===== config.mk =====
export PLATFORM = sky130hd
export DESIGN_NAME = matmul_sequencer_flat
export DESIGN_NICKNAME = d
export VERILOG_FILES = /design/src/rtl/matmul_pkg.sv /design/src/rtl/matmul_sequencer_if.sv /design/src/rtl/fixed_mac.sv /design/src/rtl/matmul_sequencer.sv /design/src/flat_wrapper.sv
export SDC_FILE = /design/constraint.sdc
export NUM_CORES = 1
export LEC_CHECK = 0
export ABC_AREA = 1
export CORE_MARGIN = 10
export CORE_UTILIZATION = 45
export DETAILED_ROUTE_END_ITERATION = 8
export PLACE_DENSITY = 0.7
export SETUP_SLACK_MARGIN = 0.3
export SYNTH_ARGS = -nofsm -noshare
export SYNTH_HDL_FRONTEND = slang
export SYNTH_SLANG_ARGS = --single-unit

===== constraint.sdc =====
create_clock -name clk -period 11.4 [get_ports clk]
set_input_delay 2.28 -clock clk [delete_from_list [all_inputs] [get_ports clk]]
set_output_delay 2.28 -clock clk [all_outputs]
set_load 0.02 [all_outputs]

===== src/rtl/matmul_pkg.sv =====
// Shared types and helpers for the matrix-multiply sequencer.
// Latency: n/a (types and pure functions only).
// Backpressure: n/a.
// Contents: state_t FSM encoding, addr_w() address-width helper,
//           sat_shift() fixed-point rescale with saturation.
package matmul_pkg;

  typedef enum logic [2:0] {
    IDLE  = 3'd0,
    FETCH = 3'd1,
    DRAIN = 3'd2,
    WRITE = 3'd3,
    DONE  = 3'd4
  } state_t;

  // Address width for a memory of 'depth' words, never narrower than 1 bit.
  function automatic int addr_w(input int depth);
    return ($clog2(depth) < 1) ? 1 : $clog2(depth);
  endfunction

  // Arithmetic right shift by 'frac' (rounds toward -inf), then clamp to a
  // signed 'data_w'-bit range. Operates at a fixed wide width so a single
  // function serves every parameterisation; callers cast the result down.
  function automatic logic signed [63:0] sat_shift(input logic signed [127:0] acc,
                                                   input int frac,
                                                   input int data_w);
    logic signed [127:0] sh;
    logic signed [127:0] hi;
    logic signed [127:0] lo;
    sh = acc >>> frac;
    hi = (128'sd1 <<< (data_w - 1)) - 128'sd1;
    lo = -(128'sd1 <<< (data_w - 1));
    if (sh > hi) begin
      return 64'(hi);
    end
    if (sh < lo) begin
      return 64'(lo);
    end
    return 64'(sh);
  endfunction

endpackage


===== src/rtl/matmul_sequencer_if.sv =====
// Operand/result bus between the sequencer and its three external RAMs.
// Latency: A/B read data is expected one cycle after the read strobe.
// Backpressure: none; RAMs must accept a read or write every cycle.
// Signals: start/busy/done control, A and B read ports, C write port.
// Modports: master = sequencer side, slave = environment (RAMs + controller).
interface matmul_sequencer_if
  import matmul_pkg::*;
#(
  parameter int M1     = 2,
  parameter int N1     = 2,
  parameter int N2     = 2,
  parameter int DATA_W = 16
) ();

  localparam int AW_A = addr_w(M1 * N1);
  localparam int AW_B = addr_w(N1 * N2);
  localparam int AW_R = addr_w(M1 * N2);

  logic                     start;
  logic                     busy;
  logic                     done;
  logic                     a_rd_en;
  logic [AW_A-1:0]          a_addr;
  logic signed [DATA_W-1:0] a_data;
  logic                     b_rd_en;
  logic [AW_B-1:0]          b_addr;
  logic signed [DATA_W-1:0] b_data;
  logic                     r_we;
  logic [AW_R-1:0]          r_addr;
  logic signed [DATA_W-1:0] r_data;

  modport master (
    input  start, a_data, b_data,
    output busy, done, a_rd_en, a_addr, b_rd_en, b_addr, r_we, r_addr, r_data
  );

  modport slave (
    output start, a_data, b_data,
    input  busy, done, a_rd_en, a_addr, b_rd_en, b_addr, r_we, r_addr, r_data
  );

endinterface


===== src/rtl/fixed_mac.sv =====
// Signed multiply-accumulate with a load-on-first input (no clear cycle).
// Latency: o_acc reflects the operands one cycle after i_vld.
// Backpressure: none; every valid operand pair is consumed.
// Ports: clk, rst (sync, active-high), i_a/i_b operands, i_vld operand strobe,
//        i_first (load instead of add), o_acc registered accumulator.
module fixed_mac #(
  parameter int DATA_W = 16,
  parameter int ACC_W  = 40
) (
  input  logic                     clk,
  input  logic                     rst,
  input  logic signed [DATA_W-1:0] i_a,
  input  logic signed [DATA_W-1:0] i_b,
  input  logic                     i_vld,
  input  logic                     i_first,
  output logic signed [ACC_W-1:0]  o_acc
);

  logic signed [2*DATA_W-1:0] w_prod;
  logic signed [ACC_W-1:0]    w_prod_ext;
  logic signed [ACC_W-1:0]    r_acc;

  assign w_prod     = i_a * i_b;
  assign w_prod_ext = ACC_W'(w_prod);

  always_ff @(posedge clk) begin
    if (rst) begin
      r_acc <= '0;
    end else if (i_vld) begin
      r_acc <= i_first ? w_prod_ext : (r_acc + w_prod_ext);
    end
  end

  assign o_acc = r_acc;

endmodule


===== src/rtl/matmul_sequencer.sv =====
// Computes C = A x B one element at a time through a single shared MAC.
// Latency: N1+2 cycles per C element; done pulses after M1*N2*(N1+2) busy cycles.
// Backpressure: none; start is only honoured in IDLE, RAMs are never stalled.
// Ports: clk, rst (sync, active-high), bus (master side of matmul_sequencer_if):
//        start/busy/done control, A/B read strobes+addresses+data, C write port.
module matmul_sequencer
  import matmul_pkg::*;
#(
  parameter int M1     = 2,
  parameter int N1     = 2,
  parameter int N2     = 2,
  parameter int DATA_W = 16,
  parameter int FRAC   = 8,
  parameter int ACC_W  = 40
) (
  input  logic               clk,
  input  logic               rst,
  matmul_sequencer_if.master bus
);

  localparam int AW_A = addr_w(M1 * N1);
  localparam int AW_B = addr_w(N1 * N2);
  localparam int AW_R = addr_w(M1 * N2);
  localparam int IW   = addr_w(M1);
  localparam int JW   = addr_w(N2);
  localparam int KW   = addr_w(N1);

  // The accumulator must hold N1 full-width products without wrapping.
  if (ACC_W < 2 * DATA_W + $clog2(N1) + 1) begin : g_acc_w_check
    $error("matmul_sequencer: ACC_W too narrow for DATA_W/N1");
  end

  state_t r_state;
  state_t w_state_nxt;

  logic [IW-1:0] r_i, w_i_nxt;
  logic [JW-1:0] r_j, w_j_nxt;
  logic [KW-1:0] r_k, w_k_nxt;

  logic w_rd_en;
  logic w_last_i;
  logic w_last_j;
  logic w_last_k;

  // Read strobe and first-of-element flag, delayed to line up with RAM data.
  logic r_rd_vld;
  logic r_rd_first;

  logic signed [ACC_W-1:0]  w_acc;
  logic signed [DATA_W-1:0] w_sat;
  logic signed [DATA_W-1:0] r_data_q;

  assign w_last_i = (r_i == IW'(M1 - 1));
  assign w_last_j = (r_j == JW'(N2 - 1));
  assign w_last_k = (r_k == KW'(N1 - 1));
  assign w_rd_en  = (r_state == FETCH);

  // Next-state and counter logic.
  always_comb begin
    w_state_nxt = r_state;
    w_i_nxt     = r_i;
    w_j_nxt     = r_j;
    w_k_nxt     = r_k;
    case (r_state)
      IDLE: begin
        if (bus.start) begin
          w_state_nxt = FETCH;
          w_i_nxt     = '0;
          w_j_nxt     = '0;
          w_k_nxt     = '0;
        end
      end
      FETCH: begin
        if (w_last_k) begin
          w_state_nxt = DRAIN;
        end else begin
          w_k_nxt = r_k + KW'(1);
        end
      end
      DRAIN: begin
        // Final product of the element lands in the MAC this cycle.
        w_state_nxt = WRITE;
      end
      WRITE: begin
        w_k_nxt     = '0;
        w_state_nxt = FETCH;
        if (w_last_j) begin
          w_j_nxt = '0;
          if (w_last_i) begin
            w_i_nxt     = '0;
            w_state_nxt = DONE;
          end else begin
            w_i_nxt = r_i + IW'(1);
          end
        end else begin
          w_j_nxt = r_j + JW'(1);
        end
      end
      DONE: begin
        w_state_nxt = IDLE;
      end
      default: begin
        w_state_nxt = IDLE;
      end
    endcase
  end

  always_ff @(posedge clk) begin
    if (rst) begin
      r_state    <= IDLE;
      r_i        <= '0;
      r_j        <= '0;
      r_k        <= '0;
      r_rd_vld   <= 1'b0;
      r_rd_first <= 1'b0;
      r_data_q   <= '0;
    end else begin
      r_state    <= w_state_nxt;
      r_i        <= w_i_nxt;
      r_j        <= w_j_nxt;
      r_k        <= w_k_nxt;
      r_rd_vld   <= w_rd_en;
      r_rd_first <= w_rd_en && (r_k == '0);
      if (r_state == WRITE) begin
        r_data_q <= w_sat;
      end
    end
  end

  fixed_mac #(
    .DATA_W (DATA_W),
    .ACC_W  (ACC_W)
  ) u_mac (
    .clk     (clk),
    .rst     (rst),
    .i_a     (bus.a_data),
    .i_b     (bus.b_data),
    .i_vld   (r_rd_vld),
    .i_first (r_rd_first),
    .o_acc   (w_acc)
  );

  assign w_sat = DATA_W'(sat_shift(128'(w_acc), FRAC, DATA_W));

  assign bus.busy    = (r_state == FETCH) || (r_state == DRAIN) || (r_state == WRITE);
  assign bus.done    = (r_state == DONE);
  assign bus.a_rd_en = w_rd_en;
  assign bus.b_rd_en = w_rd_en;
  assign bus.a_addr  = AW_A'(r_i) * AW_A'(N1) + AW_A'(r_k);
  assign bus.b_addr  = AW_B'(r_k) * AW_B'(N2) + AW_B'(r_j);
  assign bus.r_we    = (r_state == WRITE);
  assign bus.r_addr  = AW_R'(r_i) * AW_R'(N2) + AW_R'(r_j);
  // Present the fresh result during WRITE, otherwise hold the last one.
  assign bus.r_data  = (r_state == WRITE) ? w_sat : r_data_q;

endmodule

===== src/flat_wrapper.sv =====
// flat-port wrapper written by rule: the top's interface ports become plain ports
module matmul_sequencer_flat import matmul_pkg::*;
#(
  parameter int M1     = 2,
  parameter int N1     = 2,
  parameter int N2     = 2,
  parameter int DATA_W = 16,
  parameter int FRAC   = 8,
  parameter int ACC_W  = 40
)
  (clk, rst, bus_start, bus_a_data, bus_b_data, bus_busy, bus_done, bus_a_rd_en, bus_a_addr, bus_b_rd_en, bus_b_addr, bus_r_we, bus_r_addr, bus_r_data);
  matmul_sequencer_if #(.M1(M1), .N1(N1), .N2(N2), .DATA_W(DATA_W)) bus_i ();
  input  logic clk;
  input  logic rst;
  input wire logic [$bits(bus_i.start)-1:0] bus_start;
  input wire logic [$bits(bus_i.a_data)-1:0] bus_a_data;
  input wire logic [$bits(bus_i.b_data)-1:0] bus_b_data;
  output wire logic [$bits(bus_i.busy)-1:0] bus_busy;
  output wire logic [$bits(bus_i.done)-1:0] bus_done;
  output wire logic [$bits(bus_i.a_rd_en)-1:0] bus_a_rd_en;
  output wire logic [$bits(bus_i.a_addr)-1:0] bus_a_addr;
  output wire logic [$bits(bus_i.b_rd_en)-1:0] bus_b_rd_en;
  output wire logic [$bits(bus_i.b_addr)-1:0] bus_b_addr;
  output wire logic [$bits(bus_i.r_we)-1:0] bus_r_we;
  output wire logic [$bits(bus_i.r_addr)-1:0] bus_r_addr;
  output wire logic [$bits(bus_i.r_data)-1:0] bus_r_data;
  assign bus_i.start = bus_start;
  assign bus_i.a_data = bus_a_data;
  assign bus_i.b_data = bus_b_data;
  assign bus_busy = bus_i.busy;
  assign bus_done = bus_i.done;
  assign bus_a_rd_en = bus_i.a_rd_en;
  assign bus_a_addr = bus_i.a_addr;
  assign bus_b_rd_en = bus_i.b_rd_en;
  assign bus_b_addr = bus_i.b_addr;
  assign bus_r_we = bus_i.r_we;
  assign bus_r_addr = bus_i.r_addr;
  assign bus_r_data = bus_i.r_data;
  matmul_sequencer #(.M1(M1), .N1(N1), .N2(N2), .DATA_W(DATA_W), .FRAC(FRAC), .ACC_W(ACC_W)) u_core (.clk(clk), .rst(rst), .bus(bus_i));
endmodule

==> results.cfg, run 1 <==
[drt]
top_layer = met4
wl_met2_um = 21800
drc = 0
vias = 15000
drt-initial-drc-count = 1191
routed_via_density = 5.14
met1_length_um = 21400
finalWirelength_um = 47300
wl_met3_um = 2860
ant_nets = 0
drt_pre_antenna_iters = 5
avgRoutedWirePerCell_um = 16.3

[cells_and_area]
antenna_cells = 0
drive_above_1_share_pct = 3.40
stdcell_area_um2 = 17700
fillCellCount = 3768
fin_nets = 2859
final_cells = 2909
syn_to_final_growth_pct = 7.44

[synth]
synth_top_family_by_area = adder cells
netlist_area_um2 = 16500
ys_top_cells_by_area = fa_1 (32%), nand2_1 (15%), inv_1 (13%)
synthMuxAreaShare_pct = 0
synth_cell_types = 44
ys_ff_latch = 64
synth_top_area_cell = fa_1
synth-edff-count = 0
ys_seq_area_share_pct = 7.77
synth-xor-area-share_pct = 0.902
synth-compound-area-share_pct = 8.08
netlist.area_leader.share_pct = 31.9
synth_adder_area_share_pct = 41.4
ys_warn_count = 0
avgSynthCellArea_um2 = 6.77
syn_nets = 2861
synth-async-reset-ratio_pct = 0
synth_simple_gate_area_share_pct = 26.1
syn_inst = 2438
ys.flop_type = dfxtp_1

[clock_tree]
cts-htree-levels = 3
clock-sinks = 64
cts_tree = done
numCtsBuffers = 9
postCtsSetupRepairBufs = 0
clock_latency_ns = 0.36
postCtsHoldBufs = 0
clk_pin_slew_ns = 0.07
postCtsResizedCells = 0
clock_path_buffers = 2
cts-root-buf = clkbuf_16

[global_routing]
grt_max_degree = 63
grt_pass1_wl_um = 79100
grt_use_total_pct = 22.0
antenna_found_initial = 0
grt_pass1_vias = 15200
gr-total-overflow = 0

[die]
io_pins = 62
die_w_um = 211
rows = 70
die_h_um = 211
core_um2 = 36400
dieArea_um2 = 44700
start_util_pct = 45.3

[placement]
dpl-instance-area_um2 = 17400
gp_congestion = 0.964
placed_cells = 2893
hpwl_um = 39700
io_buffers = 61

[sta]
relSlewSlack_pct = 35.4
maxSlewViolCount = 0
clock_skew_ns = 0.0170
max_freq_mhz = 97.9
min_period_ns = 10.21
holdWs_ns = 0.471
hold_viol_final = 0
rsz0062_at_grt = no
fin_crit_sh_pct = 89.6
fin_tns_setup_ns = 0
final-setup-viol-count = 0
tightestPinTransition_ns = 0.967

[critical_path]
required_ns = 11.66
crit_path_start_kind = primary input
slowest_delay_ns = 0.94
critPathArrivalTime_ns = 10.47
slowest_stage = clkdlybuf4s50_1
crit_top_cell = nor2_1
setup.worst_path.end_class = register
cp_max_fo = 16
regToRegSetupSlack_ns = 8.70
crit_type = in2reg

[outcome]
outcome = finished, final reports clean

[worst_hold_path]
hp-class = reg2reg

[run]
cap_viol_max_count = 0
-- metrics by stage --
step           utilization, %  worst slack (ns)
4_1_cts                  48.7              1.34
3_5_place_dp             47.9             0.997
3_3_place_gp             47.9              1.03
2_1_floorplan               -              2.66
5_1_grt                  48.7             0.723
6_report                 48.7              1.19
-- metal layers --
| metal | track usage (%) | vias to the layer above |
|---|---|---|
| met5 | 0 | - |
| li1 | - | 7266 |
| met4 | 5.95 | 0 |
| met1 | 30.4 | 7179 |
| met3 | 2.37 | 67 |
| met2 | 35.9 | 446 |
-- registers in the layout, summed over array words and instances (netlist names) --
register            flops
u_core.u_mac.o_acc     40
u_core.r_data_q        16
u_core.r_j              1
u_core.r_k              1
u_core.r_rd_vld         1
u_core.r_i              1
u_core.r_rd_first       1
u_core.r_state          3
-- critical path, delay by kind of cell --
family | cells | cell delay [ns]
fa+ha+maj | 8 | 4.22
simple gates | 17 | 2.42
buf+inv | 6 | 1.28
compound gates | 1 | 0.25
-- synth_stat cells (8+ instances only) --
master and number:
o21ai_0 80, fa_1 263, or2_2 13, a21oi_1 121, o211ai_1 8, nand3b_1 9
ha_1 125, nand2_1 663, nor2_1 169, clkbuf_1 74, inv_1 587, dfxtp_1 64
nand4_1 23, xor2_1 11, nand3_1 116
-- kinds of logic after synthesis --
| family | count (synthesis) |
|---|---|
| AO/OA/AOI/OAI | 246 |
| XOR/XNOR | 17 |
| buffers and inverters | 685 |
| adder cells (fa/ha/maj) | 388 |
| flip-flops | 64 |
| AND/OR/NAND/NOR | 1038 |
-- area by class of cell --
cell class	count	area [um2]	share of cell area [%]
repair buffers	77	731	4.12
inverters	595	2230	12.6
multi-input cells	1689	12600	71.2
flip-flops and latches	64	1280	7.23
clock inverters	7	55.1	0.311
well taps	468	586	3.30
clock buffers	9	225	1.27
-- path summary, 6_finish.rpt --
| path | start | endpoint | depth (start not counted) |
|---|---|---|---|
| worst min-delay path | u_core.r_data_q[5]$_SDFF_PP0_ | u_core.r_data_q[5]$_SDFF_PP0_ | 2 |
| worst max-delay path | bus_b_data[2] | u_core.u_mac.o_acc[33]$_SDFFE_PP0P_ | 32 |
| worst max register to register | u_core.u_mac.o_acc[0]$_SDFFE_PP0P_ | u_core.u_mac.o_acc[32]$_SDFFE_PP0P_ | 14 |
| worst min register to register | u_core.r_data_q[5]$_SDFF_PP0_ | u_core.r_data_q[5]$_SDFF_PP0_ | 2 |
-- cell usage in the layout (no fill, tap or decap), drive strengths merged, types with 16 or more instances in the layout --
cell / n
fa: 263
nand3: 119
ha: 125
inv: 596
clkdlybuf4s50: 61
dfxtp: 64
nand4: 23
buf: 16
a21oi: 127
o21ai: 87
nor2: 176
nand2: 672
Power of run 1 is not shown: default switching activity piles up to over one toggle a cycle in this logic, so the estimate is an artifact.
==> run 2: changes to the inputs <==
GPL_TIMING_DRIVEN = 0   (was default)
clock period = 11.31 ns   (was 11.4 ns; I/O delays follow)
==> results.cfg, run 2 (same netlist as run 1, synthesis figures left out) <==
[outcome]
outcome = finished, final reports clean

[critical_path]
critPathArrivalTime_ns = 10.73
slowest_delay_ns = 0.91
regToRegSetupSlack_ns = 8.53
crit_type = in2reg
rr_worst_depth = 13
slowest_stage = fa_1
setup.worst_path.end_class = register
required_ns = 11.61
crit_top_cell = nand2_1
cp_max_fo = 12
crit_path_start_kind = primary input

[sta]
hold_viol_final = 0
worst_slack_ns = 0.883
fin_crit_sh_pct = 92.2
clock_skew_ns = 0.0133
fin_tns_setup_ns = 0
min_period_ns = 10.43
relSlewSlack_pct = 41.8
final-setup-viol-count = 0
tightestPinTransition_ns = 0.873
max_freq_mhz = 95.9
rsz0062_at_grt = no
maxSlewViolCount = 0

[clock_tree]
clk_pin_slew_ns = 0.07
postCtsResizedCells = 0
cts-root-buf = clkbuf_16
clock_path_buffers = 2
postCtsHoldBufs = 0
cts_tree = done
clock_latency_ns = 0.37
postCtsSetupRepairBufs = 0
numCtsBuffers = 9
clock-sinks = 64
cts-htree-levels = 3

[global_routing]
grt_pass1_vias = 15500
antenna_found_initial = 0
grt_pass1_wl_um = 84300
gr-total-overflow = 0
grt_use_total_pct = 24.1
grt_max_degree = 14

[placement]
io_buffers = 35
gp_congestion = 0.973
hpwl_um = 44900
post-place-ws_ns = 0.545
dpl-instance-area_um2 = 17400

[drt]
vias = 15500
drt-initial-drc-count = 1351
avgRoutedWirePerCell_um = 17.6
drt_pre_antenna_iters = 7
finalWirelength_um = 52100
ant_nets = 0
routed_via_density = 5.23
drc = 0

[die]
rows = 70
start_util_pct = 45.3
die_w_um = 211
die_h_um = 211
core_um2 = 36400
dieArea_um2 = 44700
io_pins = 62

[cells_and_area]
layout_commonest_cell = nand2_1
syn_to_final_growth_pct = 7.67
drive_above_1_share_pct = 3.17
antenna_cells = 0
fin_nets = 2907
stdcell_area_um2 = 17800
final_core_util_pct = 48.8
largest_reg_flops = 40
mostFrequentLayoutCells = nand2_1 (663), inv_1 (587), fa_1 (263)

[run]
cap_viol_max_count = 0

[worst_hold_path]
whs_path_depth = 2
hp-class = reg2reg
## run 2: changes by cell type in the layout (fill, tap and decap cells not counted), sizes merged
cell / change
bufinv: +2
clkbuf: +74
clkdlybuf4s50: -26
clkinv: -1
clkinvlp: -1
## run 2: metrics by stage
step                      cells  hold slack, ns
final                      2957           0.472
after global routing       2957           0.486
after global placement     2941           0.460
after CTS                  2957           0.474
after floorplan            2438           0.447
after detailed placement   2941           0.464
## run 2: cell type report
| type | count | area, um2 |
|---|---|---|
| fillers | 3712 | 18700 |
| multi-input cells | 1689 | 12600 |
| inverters | 595 | 2230 |
| flip-flops and latches | 64 | 1280 |
| well taps | 468 | 586 |
| plain buffers | 90 | 372 |
| repair buffers | 35 | 350 |
| clock buffers | 9 | 225 |
| clock inverters | 7 | 103 |
## run 2: critical path: cells and delay by family
family	cells	cell delay, ns
AOI/OAI and AO/OA	2	0.42
adders and majority gates	8	4.25
and+or+nand+nor	17	2.26
buffers and inverters	7	1.53
## run 2: path summary, 6_finish.rpt
check,start,end
setup / recovery,bus_a_data[15],u_core.u_mac.o_acc[37]$_SDFFE_PP0P_
hold / removal,u_core.r_data_q[5]$_SDFF_PP0_,u_core.r_data_q[5]$_SDFF_PP0_
setup reg to reg,u_core.u_mac.o_acc[0]$_SDFFE_PP0P_,u_core.u_mac.o_acc[16]$_SDFFE_PP0P_
hold reg to reg,u_core.r_data_q[5]$_SDFF_PP0_,u_core.r_data_q[5]$_SDFF_PP0_
## run 2: metal layers
metal | up-vias | part of all wire, % | track usage, %
li1 | 7349 | - | -
met5 | - | 0 | 0
met2 | 571 | 44 | 37.3
met1 | 7441 | 45 | 34.0
met4 | 0 | 2.9 | 6.65
met3 | 94 | 8.2 | 3.82
Power of run 2 is left out for the same reason.
==> run 3: changes to the inputs <==
==> constraint.sdc (replaced) <==
create_clock -name clk -period 11.31 [get_ports clk]
set_input_delay 1.131 -clock clk [delete_from_list [all_inputs] [get_ports clk]]
set_output_delay 1.131 -clock clk [all_outputs]
set_load 0.02 [all_outputs]
==> results.cfg, run 3 (same netlist as run 1, synthesis figures left out) <==
[outcome]
outcome = finished, final reports clean

[cells_and_area]
fillCellCount = 3710
largest_reg_flops = 40
antenna_cells = 0
layout_commonest_cell = nand2_1
syn_to_final_growth_pct = 7.66
final_cells = 2957
mostFrequentLayoutCells = nand2_1 (663), inv_1 (587), fa_1 (263)
fin_nets = 2907
drive_above_1_share_pct = 3.13
stdcell_area_um2 = 17800

[clock_tree]
clk_pin_slew_ns = 0.07
numCtsBuffers = 9
clock_path_buffers = 2
postCtsSetupRepairBufs = 0
postCtsResizedCells = 0
cts-htree-levels = 3
clock_latency_ns = 0.36
postCtsHoldBufs = 0
cts_tree = done
cts-root-buf = clkbuf_16
clock-sinks = 64

[sta]
relSlewSlack_pct = 39.3
maxSlewViolCount = 0
final-setup-viol-count = 0
min_period_ns = 9.47
holdWs_ns = 0.472
rsz0062_at_grt = no
tightestPinTransition_ns = 0.911
clock_skew_ns = 0.0147
fin_crit_sh_pct = 83.7
hold_viol_final = 0
max_freq_mhz = 106
fin_tns_setup_ns = 0

[die]
die_h_um = 211
core_um2 = 36400
dieArea_um2 = 44700
io_pins = 62
start_util_pct = 45.3
die_w_um = 211
rows = 70

[global_routing]
grt_pass1_vias = 15500
grtUsageMet3_pct = 3.82
grt_max_degree = 14
grt_use_total_pct = 24.1
met2_usage_pct = 37.3
gr-total-overflow = 0
grt.met1_usage_pct = 34.0
grt_pass1_wl_um = 84300
antenna_found_initial = 0
grt_busiest_layer = met2

[critical_path]
required_ns = 11.61
crit_path_start_kind = primary input
setup.worst_path.end_class = register
slowest_stage = fa_1
crit_top_cell = nand2_1
critPathArrivalTime_ns = 9.77
crit_type = in2reg
slowest_delay_ns = 0.91
cp_max_fo = 12

[drt]
vias = 15500
routed_via_density = 5.24
drt-initial-drc-count = 1273
ant_nets = 0
drc = 0
drt_pre_antenna_iters = 6
avgRoutedWirePerCell_um = 17.6
finalWirelength_um = 52100

[placement]
gp_congestion = 0.973
hpwl_um = 44900
dpl-instance-area_um2 = 17400
io_buffers = 35
placed_cells = 2941

[worst_hold_path]
hp-class = reg2reg

[run]
cap_viol_max_count = 0
[run 3: area by class of cell]
type                            count  area, um2  share of cell area, %
Sequential cell                    64       1280                   7.21
Multi-Input combinational cell   1689      12600                   71.0
Inverter                          595       2230                   12.6
Buffer                             90        370                   2.08
Tap cell                          468        586                   3.30
Clock inverter                      7        103                  0.578
Clock buffer                        9        225                   1.27
Timing Repair Buffer               35        350                   1.97
[run 3: worst paths after layout]
path	start	endpoint	slack, ns	cells after the start
setup / recovery	bus_a_data[15]	u_core.u_mac.o_acc[37]$_SDFFE_PP0P_	1.84	34
setup reg to reg	u_core.u_mac.o_acc[0]$_SDFFE_PP0P_	u_core.u_mac.o_acc[16]$_SDFFE_PP0P_	8.46	13
hold / removal	u_core.r_data_q[5]$_SDFF_PP0_	u_core.r_data_q[5]$_SDFF_PP0_	0.47	2
hold reg to reg	u_core.r_data_q[5]$_SDFF_PP0_	u_core.r_data_q[5]$_SDFF_PP0_	0.47	2
[run 3: through the flow]
| step | util (%) | setup WS (ns) |
|---|---|---|
| floorplan | - | 3.72 |
| global placement | 47.9 | 1.68 |
| detailed placement | 47.9 | 1.68 |
| CTS | 48.8 | 2.02 |
| global route | 48.8 | 1.38 |
| finish | 48.8 | 1.84 |
[run 3: critical path: cells and delay by family]
family / cells / cell delay [ns]
adder cells (fa/ha/maj): 8 / 4.25
AO/OA/AOI/OAI: 2 / 0.43
buffers and inverters: 7 / 1.66
AND/OR/NAND/NOR: 17 / 2.30
[run 3: per-layer routing]
metal / up-vias / share of wire, %
met1: 7478 / 44
met4: 0 / 2.7
met3: 92 / 8.8
met5: - / 0
li1: 7357 / -
met2: 576 / 44
Power of run 3 is left out for the same reason.
